===== src/rtl/iot_event_arbiter_if.sv =====
// -----------------------------------------------------------------------------
// iot_event_arbiter_if
// Purpose : bundles the per-device event handshake and the monitor command
//           outputs of iot_event_arbiter into one interface.
// Signals :
//   ev_valid     [N_DEV]  per-device event strobe        (master -> slave)
//   ev_on_off    [N_DEV]  per-device event direction     (master -> slave)
//   hold                  freeze arbitration             (master -> slave)
//   ev_ready     [N_DEV]  per-device buffer free         (slave -> master)
//   change                one-cycle command strobe       (slave -> master)
//   on_off                command direction              (slave -> master)
//   grant_id     [ID_W]   device served this cycle       (slave -> master)
//   dropped               redundant event discarded      (slave -> master)
//   active_mask  [N_DEV]  per-device on state            (slave -> master)
//   active_count [8]      popcount of active_mask        (slave -> master)
// -----------------------------------------------------------------------------
interface iot_event_arbiter_if #(
   parameter int N_DEV = 4,
   parameter int ID_W  = 2
);
   logic [N_DEV-1:0] ev_valid;
   logic [N_DEV-1:0] ev_on_off;
   logic             hold;
   logic [N_DEV-1:0] ev_ready;
   logic             change;
   logic             on_off;
   logic [ID_W-1:0]  grant_id;
   logic             dropped;
   logic [N_DEV-1:0] active_mask;
   logic [7:0]       active_count;

   modport master (
      output ev_valid, ev_on_off, hold,
      input  ev_ready, change, on_off, grant_id, dropped, active_mask, active_count
   );

   modport slave (
      input  ev_valid, ev_on_off, hold,
      output ev_ready, change, on_off, grant_id, dropped, active_mask, active_count
   );
endinterface


===== src/rtl/iot_event_arbiter.sv =====
// -----------------------------------------------------------------------------
// iot_event_arbiter
// Purpose : buffers one on/off event per device, grants them round-robin (one
//           per cycle) and turns each into a single-cycle change/on_off command
//           for the active-devices monitor. Per-device on state is tracked so
//           that redundant events (on->on, off->off) are dropped instead of
//           reaching the monitor.
// Ports   :
//   clk  - system clock, rising edge
//   rst  - asynchronous active-high reset
//   bus  - iot_event_arbiter_if.slave (event handshake, hold, command outputs)
// -----------------------------------------------------------------------------
module iot_event_arbiter #(
   parameter int N_DEV = 4,
   parameter int ID_W  = 2
) (
   input  logic                  clk,
   input  logic                  rst,
   iot_event_arbiter_if.slave    bus
);

   logic [N_DEV-1:0] r_pend_v;
   logic [N_DEV-1:0] r_pend_dir;
   logic [N_DEV-1:0] r_dev_on;
   logic [ID_W-1:0]  r_rr_ptr;
   logic             r_change;
   logic             r_on_off;
   logic [ID_W-1:0]  r_grant_id;
   logic             r_dropped;
   logic [7:0]       r_active_count;

   logic             w_found;
   logic [ID_W-1:0]  w_winner;
   logic             w_grant;
   logic             w_win_dir;
   logic             w_win_on;
   logic             w_redundant;

   // Round-robin search: first pending device at rr_ptr+1, rr_ptr+2, ... with wrap.
   always_comb begin
      int idx;
      idx      = 0;
      w_found  = 1'b0;
      w_winner = {ID_W{1'b0}};
      for (int k = 1; k <= N_DEV; k++) begin
         idx = int'(r_rr_ptr) + k;
         if (idx >= N_DEV) begin
            idx = idx - N_DEV;
         end else begin
            idx = idx;
         end
         if (!w_found && r_pend_v[ID_W'(idx)]) begin
            w_found  = 1'b1;
            w_winner = ID_W'(idx);
         end else begin
            w_found  = w_found;
            w_winner = w_winner;
         end
      end
   end

   assign w_grant     = w_found & ~bus.hold;
   assign w_win_dir   = r_pend_dir[w_winner];
   assign w_win_on    = r_dev_on[w_winner];
   assign w_redundant = (w_win_dir == w_win_on);

   // One-deep event buffer per device: freed by a grant, filled by an accept.
   // A slot is never granted and accepted at the same edge (accept needs it empty).
   always_ff @(posedge clk or posedge rst) begin
      if (rst) begin
         r_pend_v   <= {N_DEV{1'b0}};
         r_pend_dir <= {N_DEV{1'b0}};
      end else begin
         for (int i = 0; i < N_DEV; i++) begin
            if (w_grant && (w_winner == ID_W'(i))) begin
               r_pend_v[i] <= 1'b0;
            end else if (bus.ev_valid[i] && !r_pend_v[i]) begin
               r_pend_v[i]   <= 1'b1;
               r_pend_dir[i] <= bus.ev_on_off[i];
            end else begin
               r_pend_v[i]   <= r_pend_v[i];
               r_pend_dir[i] <= r_pend_dir[i];
            end
         end
      end
   end

   // Grant bookkeeping and registered monitor command; on_off/grant_id hold when idle.
   always_ff @(posedge clk or posedge rst) begin
      if (rst) begin
         r_rr_ptr       <= ID_W'(N_DEV - 1);
         r_grant_id     <= {ID_W{1'b0}};
         r_change       <= 1'b0;
         r_on_off       <= 1'b0;
         r_dropped      <= 1'b0;
         r_dev_on       <= {N_DEV{1'b0}};
         r_active_count <= 8'd0;
      end else if (w_grant) begin
         r_rr_ptr   <= w_winner;
         r_grant_id <= w_winner;
         if (!w_redundant) begin
            r_change           <= 1'b1;
            r_on_off           <= w_win_dir;
            r_dropped          <= 1'b0;
            r_dev_on[w_winner] <= w_win_dir;
            // Bounded by N_DEV <= 255 and only stepped on a real state change,
            // so this can neither overflow nor underflow.
            if (w_win_dir) begin
               r_active_count <= r_active_count + 8'd1;
            end else begin
               r_active_count <= r_active_count - 8'd1;
            end
         end else begin
            r_change  <= 1'b0;
            r_dropped <= 1'b1;
         end
      end else begin
         r_change  <= 1'b0;
         r_dropped <= 1'b0;
      end
   end

   assign bus.ev_ready     = ~r_pend_v;
   assign bus.change       = r_change;
   assign bus.on_off       = r_on_off;
   assign bus.grant_id     = r_grant_id;
   assign bus.dropped      = r_dropped;
   assign bus.active_mask  = r_dev_on;
   assign bus.active_count = r_active_count;

endmodule


===== src/flat_wrapper.sv =====
// flat-port wrapper written by rule: the top's interface ports become plain ports
module iot_event_arbiter_flat 
#(
   parameter int N_DEV = 4,
   parameter int ID_W  = 2
)
  (clk, rst, bus_ev_valid, bus_ev_on_off, bus_hold, bus_ev_ready, bus_change, bus_on_off, bus_grant_id, bus_dropped, bus_active_mask, bus_active_count);
  iot_event_arbiter_if #(.N_DEV(N_DEV), .ID_W(ID_W)) bus_i ();
  input  logic clk;
  input  logic rst;
  input wire logic [$bits(bus_i.ev_valid)-1:0] bus_ev_valid;
  input wire logic [$bits(bus_i.ev_on_off)-1:0] bus_ev_on_off;
  input wire logic [$bits(bus_i.hold)-1:0] bus_hold;
  output wire logic [$bits(bus_i.ev_ready)-1:0] bus_ev_ready;
  output wire logic [$bits(bus_i.change)-1:0] bus_change;
  output wire logic [$bits(bus_i.on_off)-1:0] bus_on_off;
  output wire logic [$bits(bus_i.grant_id)-1:0] bus_grant_id;
  output wire logic [$bits(bus_i.dropped)-1:0] bus_dropped;
  output wire logic [$bits(bus_i.active_mask)-1:0] bus_active_mask;
  output wire logic [$bits(bus_i.active_count)-1:0] bus_active_count;
  assign bus_i.ev_valid = bus_ev_valid;
  assign bus_i.ev_on_off = bus_ev_on_off;
  assign bus_i.hold = bus_hold;
  assign bus_ev_ready = bus_i.ev_ready;
  assign bus_change = bus_i.change;
  assign bus_on_off = bus_i.on_off;
  assign bus_grant_id = bus_i.grant_id;
  assign bus_dropped = bus_i.dropped;
  assign bus_active_mask = bus_i.active_mask;
  assign bus_active_count = bus_i.active_count;
  iot_event_arbiter #(.N_DEV(N_DEV), .ID_W(ID_W)) u_core (.clk(clk), .rst(rst), .bus(bus_i));
endmodule

===== config.mk =====
export PLATFORM = sky130hd
export DESIGN_NAME = iot_event_arbiter_flat
export DESIGN_NICKNAME = d
export VERILOG_FILES = /design/src/rtl/iot_event_arbiter_if.sv /design/src/rtl/iot_event_arbiter.sv /design/src/flat_wrapper.sv
export SDC_FILE = /design/constraint.sdc
export NUM_CORES = 1
export LEC_CHECK = 0
export CORE_MARGIN = 2
export CORE_UTILIZATION = 54
export CTS_CLUSTER_SIZE = 12
export DETAILED_ROUTE_END_ITERATION = 12
export HOLD_SLACK_MARGIN = 0.15
export PLACE_DENSITY = 0.9
export RECOVER_POWER = 100
export SLEW_MARGIN = 30
export SYNTH_ARGS = -nofsm -noshare
export SYNTH_HDL_FRONTEND = slang
export SYNTH_SLANG_ARGS = --single-unit

===== constraint.sdc =====
create_clock -name clk -period 4.65 [get_ports clk]
set_clock_uncertainty 0.05 [all_clocks]
set_input_delay 0.93 -clock clk [delete_from_list [all_inputs] [get_ports clk]]
set_output_delay 0.93 -clock clk [all_outputs]
set_load 0.1 [all_outputs]

======== Word level (Yosys, flattened, before mapping) ========
Cells that the tools add are included.
cells by class
  $lt $le $gt $ge ......................... 10
  muxes and demuxes ....................... 44
  bitwise gates (word level) .............. 8
  add/sub/neg operators ................... 10
  reductions and logical operators ........ 29
  equal/unequal tests ..................... 4
operators with widths
  cell                 number
  $mux 1               27
  $lt 2x4->1 const B   4
  $mux 2               8
  $bmux 1 s2           6
  $logic_and 1x1->1    12
  $reduce_and 2->1     5
  $ge 3x3->1 const B   3
  $add 8x1->8 const B  1
  $mux 8               1
  $reduce_bool 2->1    4
  $sub 2x1->2 const B  4
  $sub 8x1->8 const B  1
  $logic_not 1->1      7
  $add 2x2->3 const B  2
  $not 1->1            6
  $add 2x3->4 const B  1
  $bwmux 4             1
  $eq 2x2->1 const B   2
  $ge 4x3->1 const B   1
  $not 4->4            1
  $add 2x1->3 const B  1
  $lt 2x3->1 const B   1
  $demux 1 s2          1
  $eq 2x1->1 const B   1
  other kinds (4)      4
storage, ports and cells
  input port bits ......................... 11
  register bits ........................... 27
  word-level logic and storage cells ...... 120
  output and inout bits ................... 21

======== Longest topological paths before layout ========
  depth in word-level cells ............... 21
  mapped depth ............................ 13
  gate-level depth less buffers ........... 11

======== Worst setup path after synthesis ========
OpenSTA, ideal clock, no wires.
  path type ............................... reg-to-reg
  start point ............................. register u_core.r_pend_v[3]
  end point ............................... register u_core.r_active_count[6], in the netlist u_core.bus.active_count[6]
  stages on the path, launching flop included .. 12
  setup time .............................. 159 ps
  required time ........................... 4,441 ps
  slack ................................... 1,563 ps
  arrival time ............................ 2,877 ps
  clock period less this slack ............ 3,087 ps
  path buffers ............................ 0
  cell sequence ........................... dfrtp_1 > inv_1 > a31oi_2 > nand2_1 > nand2_1 > a32oi_2 > xnor2_1 > ha_1 > nand4_1 > nor4b_2 > a31oi_1 > xnor2_1
between the ends
  longest elaborated chain between the ends .. 18
  elaborated cells on any way between the ends .. 35
  classes of those cells .................. 1 x eq/ne; 25 x mux; 2 x bitwise; 7 x reduce/logical
ends and longest elaborated chain
  element                                    line                                              text
  start: declaration                         iot_event_arbiter.sv:22                           logic [N_DEV-1:0] r_pend_v;
  start signal: assignment                   iot_event_arbiter.sv:71                           r_pend_v <= {N_DEV{1'b0}};
  start signal: indexed assignment           iot_event_arbiter.sv:81                           r_pend_v[i] <= r_pend_v[i];
  $bmux 1 s2                                 iot_event_arbiter.sv:52                           if (!w_found && r_pend_v[ID_W'(idx)]) begin
  $mux 1 (implied by the code) (2 in a row)  iot_event_arbiter.sv:52
  $mux 1                                     iot_event_arbiter.sv:52
  $logic_not 1->1                            iot_event_arbiter.sv:52
  $logic_and 1x1->1                          iot_event_arbiter.sv:52
  $mux 1                                     iot_event_arbiter.sv:52
  $logic_not 1->1                            iot_event_arbiter.sv:52
  $logic_and 1x1->1                          iot_event_arbiter.sv:52
  $mux 1                                     iot_event_arbiter.sv:52
  $logic_not 1->1                            iot_event_arbiter.sv:52
  $logic_and 1x1->1                          iot_event_arbiter.sv:52
  $mux 2                                     iot_event_arbiter.sv:52
  $bmux 1 s2, on equally long branches       iot_event_arbiter.sv:63, iot_event_arbiter.sv:64
  $mux 1, on equally long branches           iot_event_arbiter.sv:63, iot_event_arbiter.sv:64
  $eq 1x1->1                                 iot_event_arbiter.sv:65                           assign w_redundant = (w_win_dir == w_win_on);
  $not 1->1 (no source line)                 --
  $reduce_and 2->1 (no source line)          --
  end signal: assignment                     iot_event_arbiter.sv:109                          r_active_count <= r_active_count + 8'd1;
  end signal: assignment                     iot_event_arbiter.sv:111                          r_active_count <= r_active_count - 8'd1;
  end: declaration                           iot_event_arbiter.sv:30                           logic [7:0] r_active_count;
Parallel ways exist; a longest one is shown, timed or not. The select of a mux whose other input is x is not followed.
A chain may end at the register's enable or synchronous reset.

======== Worst setup path after layout ========
  start point ............................. register u_core.r_rr_ptr[1]
  end point ............................... register u_core.r_active_count[6], in the netlist u_core.bus.active_count[6]
between the ends
  longest elaborated chain between the ends .. 21
  elaborated cells on any way between the ends .. 51
  classes of those cells .................. 8 x add/sub; 4 x order compare; 1 x eq/ne; 29 x mux; 2 x bitwise; 7 x reduce/logical
ends and longest elaborated chain
  element                                    line                                              text
  start: declaration                         iot_event_arbiter.sv:25                           logic [ID_W-1:0] r_rr_ptr;
  start signal: assignment                   iot_event_arbiter.sv:91                           r_rr_ptr <= ID_W'(N_DEV - 1);
  start signal: assignment                   iot_event_arbiter.sv:99                           r_rr_ptr <= w_winner;
  $add 2x1->3                                iot_event_arbiter.sv:46                           idx = int'(r_rr_ptr) + k;
  $ge 3x3->1 or $sub 2x1->2 (tied branches)  iot_event_arbiter.sv:47, iot_event_arbiter.sv:48
  $mux 2                                     iot_event_arbiter.sv:47                           if (idx >= N_DEV) begin
  $bmux 1 s2                                 iot_event_arbiter.sv:52
  $mux 1 (implied by the code) (2 in a row)  iot_event_arbiter.sv:52
  $mux 1                                     iot_event_arbiter.sv:52
  $logic_not 1->1                            iot_event_arbiter.sv:52
  $logic_and 1x1->1                          iot_event_arbiter.sv:52
  (+4 left out)                              --
  $logic_not 1->1                            iot_event_arbiter.sv:52
  $logic_and 1x1->1                          iot_event_arbiter.sv:52
  $mux 2                                     iot_event_arbiter.sv:52
  $bmux 1 s2, on equally long branches       iot_event_arbiter.sv:63, iot_event_arbiter.sv:64
  $mux 1, on equally long branches           iot_event_arbiter.sv:63, iot_event_arbiter.sv:64
  $eq 1x1->1                                 iot_event_arbiter.sv:65
  $not 1->1 (no source line)                 --
  $reduce_and 2->1 (no source line)          --
Parallel ways exist; a longest one is shown, timed or not. The select of a mux whose other input is x is not followed.

==> impl_metrics.yaml <==
die:
  die_area_um2: 3270
  start_util_pct: 56.4
  core_region_area_um2: 2710
  die_x_um: 57.2
  num_rows: 19
  die_h_um: 57.2
  boundaryPins: 32
placed_design:
  portBuffers: 31
  dp_hpwl_um: 2570
  gp_congestion: 0.846
global_routing:
  first_global_vias: 1273
  grt_max_degree: 28
  grt_pass1_wl_um: 5880
  antenna_found_initial: 0
  grt_usage_pct: 23.4
  overflow: 0
layout:
  drive_gt1_share_pct: 10.9
  fill_cells: 230
  area_growth_pct: 20.8
  fin_nets: 197
  antenna_cells: 0
critical_path:
  reg2reg_depth: 11
  path_cells: "nand2_1, a31oi_1, and2_0, a21oi_1, a32oi_1, xnor2_1, ha_1, nand4_1, nor4b_1, a31oi_1, xnor2_1"
  arrival_ns: 3.63
  cp_max_fo: 8
  path_class: "register to register"
  critPathMaxStageDelay_ns: 0.69
  endpoint_kind: "register"
  slowest_stage: "dfstp_1"
  start_kind: "register"
  required_ns: 4.83
yosys:
  synth_cell_types: 43
  synthCells: 154
  syn_area_um2: 1530
  avgSynthCellArea_um2: 9.92
  synth_edf_count: 0
  ys.flop_type: "dfrtp_1"
  synth-seq-area-share_pct: 44.4
  yosysTopAreaCell: "dfrtp_1"
  yosysWarnings: 0
  synth_area_leaders: "dfrtp_1 41%, nor2_1 4.4%, nand2_1 4.2%"
  ys_ff_latch: 27
  synth_top_area_share_pct: 41.0
  syn_nets: 166
  yosysMostFrequentCell: "dfrtp_1"
  synth-async-reset-ratio_pct: 100
  ys_top_cells_by_count: "25 x dfrtp_1, 18 x nor2_1, 17 x nand2_1, 7 x inv_1, 7 x xnor2_1"
worst_hold_path:
  min_path_type: "register to register"
  hold_depth: 1
sta:
  fin_tns_setup_ns: 0
  max-slew-margin-rel_pct: 32.4
  maxSlewViolCount: 0
  rsz0062_at_grt: "no"
  worst_slew_pin_slew_ns: 1.01
  fmax_ghz: 0.290
  finalSetupViolations: 0
  finalCritPeriodShare_pct: 74.3
  finalHoldViolCount: 0
  finalCriticalPeriod_ns: 3.45
routing:
  via_per_inst: 5.98
  drc_errors: 0
  wirelength_um: 3380
  drt_first_pass_iters: 4
  initialDrtViolationCount: 25
  wire_per_inst_um: 15.7
  vias: 1285
  drtAntennaViolNets: 0
cts:
  root_buffer: "clkbuf_4"
  post_cts_buffers: 0
  cts_resized: 0
  cts.path.max_buffers: 2
  cts_made_buffers: 3
  cts_tree: "built"
  postCtsHoldBufs: 0
  worstSkewPairLatency_ns: 0.34
  h-tree-depth: 1
  clock_sinks: 27
  clk_pin_slew_ns: 0.16
flow_run:
  cap_violations: 0
run_status:
  status: "finished, final reports clean"
[placed cells by master, fill, tap and decap left out, drive strengths merged, types with 4 or more instances in the layout]
| master | netlist | final |
|---|---|---|
| a21oi | 7 | 7 |
| xor2 | 5 | 5 |
| clkdlybuf4s50 | 0 | 4 |
| xnor2 | 7 | 7 |
| mux2 | 4 | 4 |
| a21boi | 4 | 4 |
| a31o | 4 | 4 |
| nand2 | 18 | 18 |
| o21ai | 9 | 9 |
| nor2 | 19 | 19 |
| inv | 8 | 8 |
| dlygate4sd3 | 0 | 27 |
| mux2i | 4 | 4 |
| dfrtp | 25 | 25 |
[routing by layer]
metal | wire length [µm] | share of wire [%] | GRT usage (%)
met2 | 1810 | 53 | 40.4
met4 | 46 | 1.4 | 9.63
met1 | 1300 | 38 | 28.1
met3 | 228 | 6.7 | 5.44
met5 | 0 | 0 | 0
[worst max-delay path, delay by kind of cell (launching register included)]
family                   cells  cell delay, ns
adder cells (fa/ha/maj)      1            0.24
AO/OA/AOI/OAI                4            1.05
AND/OR/NAND/NOR              4            0.99
flip-flops                   1            0.69
XOR/XNOR                     2            0.34
[final timing paths]
kind | to | slack [ns] | from
max | u_core.bus.active_count[6] | 1.20 | u_core.r_rr_ptr[1]
min | u_core.bus.active_count[7] | 0.44 | u_core.bus.active_count[7]
max reg2reg | u_core.bus.active_count[6] | 1.20 | u_core.r_rr_ptr[1]
min reg2reg | u_core.bus.active_count[7] | 0.44 | u_core.bus.active_count[7]
max in group asynchronous | u_core.r_pend_v[2] | 2.74 | rst
min in group asynchronous | u_core.bus.change | 1.19 | rst
[sequential cells by signal (all words and copies together), names as in the netlist]
register,flops
u_core.bus.active_count,8
u_core.bus.active_mask,4
u_core.r_pend_dir,4
u_core.r_pend_v,4
u_core.bus.grant_id,2
u_core.r_rr_ptr,2
u_core.bus.change,1
u_core.bus.dropped,1
u_core.bus.on_off,1
[kinds of logic after synthesis]
kind of cell | after synthesis | share of synthesized area (%)
AND/OR/NAND/NOR | 56 | 18.3
AO/OA/AOI/OAI | 37 | 19.2
flip-flops | 27 | 44.4
buffers and inverters | 13 | 4.83
XOR/XNOR | 12 | 6.88
multiplexers | 8 | 5.57
adder cells (fa/ha/maj) | 1 | 0.819
[final cells by class]
| cell class | count | area, µm² | area share [%] |
|---|---|---|---|
| multi-input combinational | 114 | 758 | 41.1 |
| sequential | 27 | 678 | 36.7 |
| timing repair buffer | 31 | 310 | 16.8 |
| tap | 31 | 38.8 | 2.10 |
| inverter | 8 | 30.0 | 1.63 |
| clock buffer | 3 | 22.5 | 1.22 |
| clock inverter | 1 | 7.51 | 0.407 |
[through the flow]
stage / hold slack [ns] / instances / worst slack (ns) / cell area, µm² / utilization (%)
final: 0.435 / 215 / 1.20 / 1850 / 68.1
after global routing: 0.467 / 215 / 0.927 / 1850 / 68.1
after CTS: 0.447 / 215 / 1.53 / 1860 / 68.7
after detailed placement: 0.417 / 211 / 1.63 / 1830 / 67.6
after global placement: 0.415 / 211 / 1.82 / 1830 / 67.6
after floorplan: 0.450 / 154 / 1.56 / 1530 / -
Power is not shown: default switching activity piles up to over one toggle a cycle in this logic, so the estimate is an artifact.
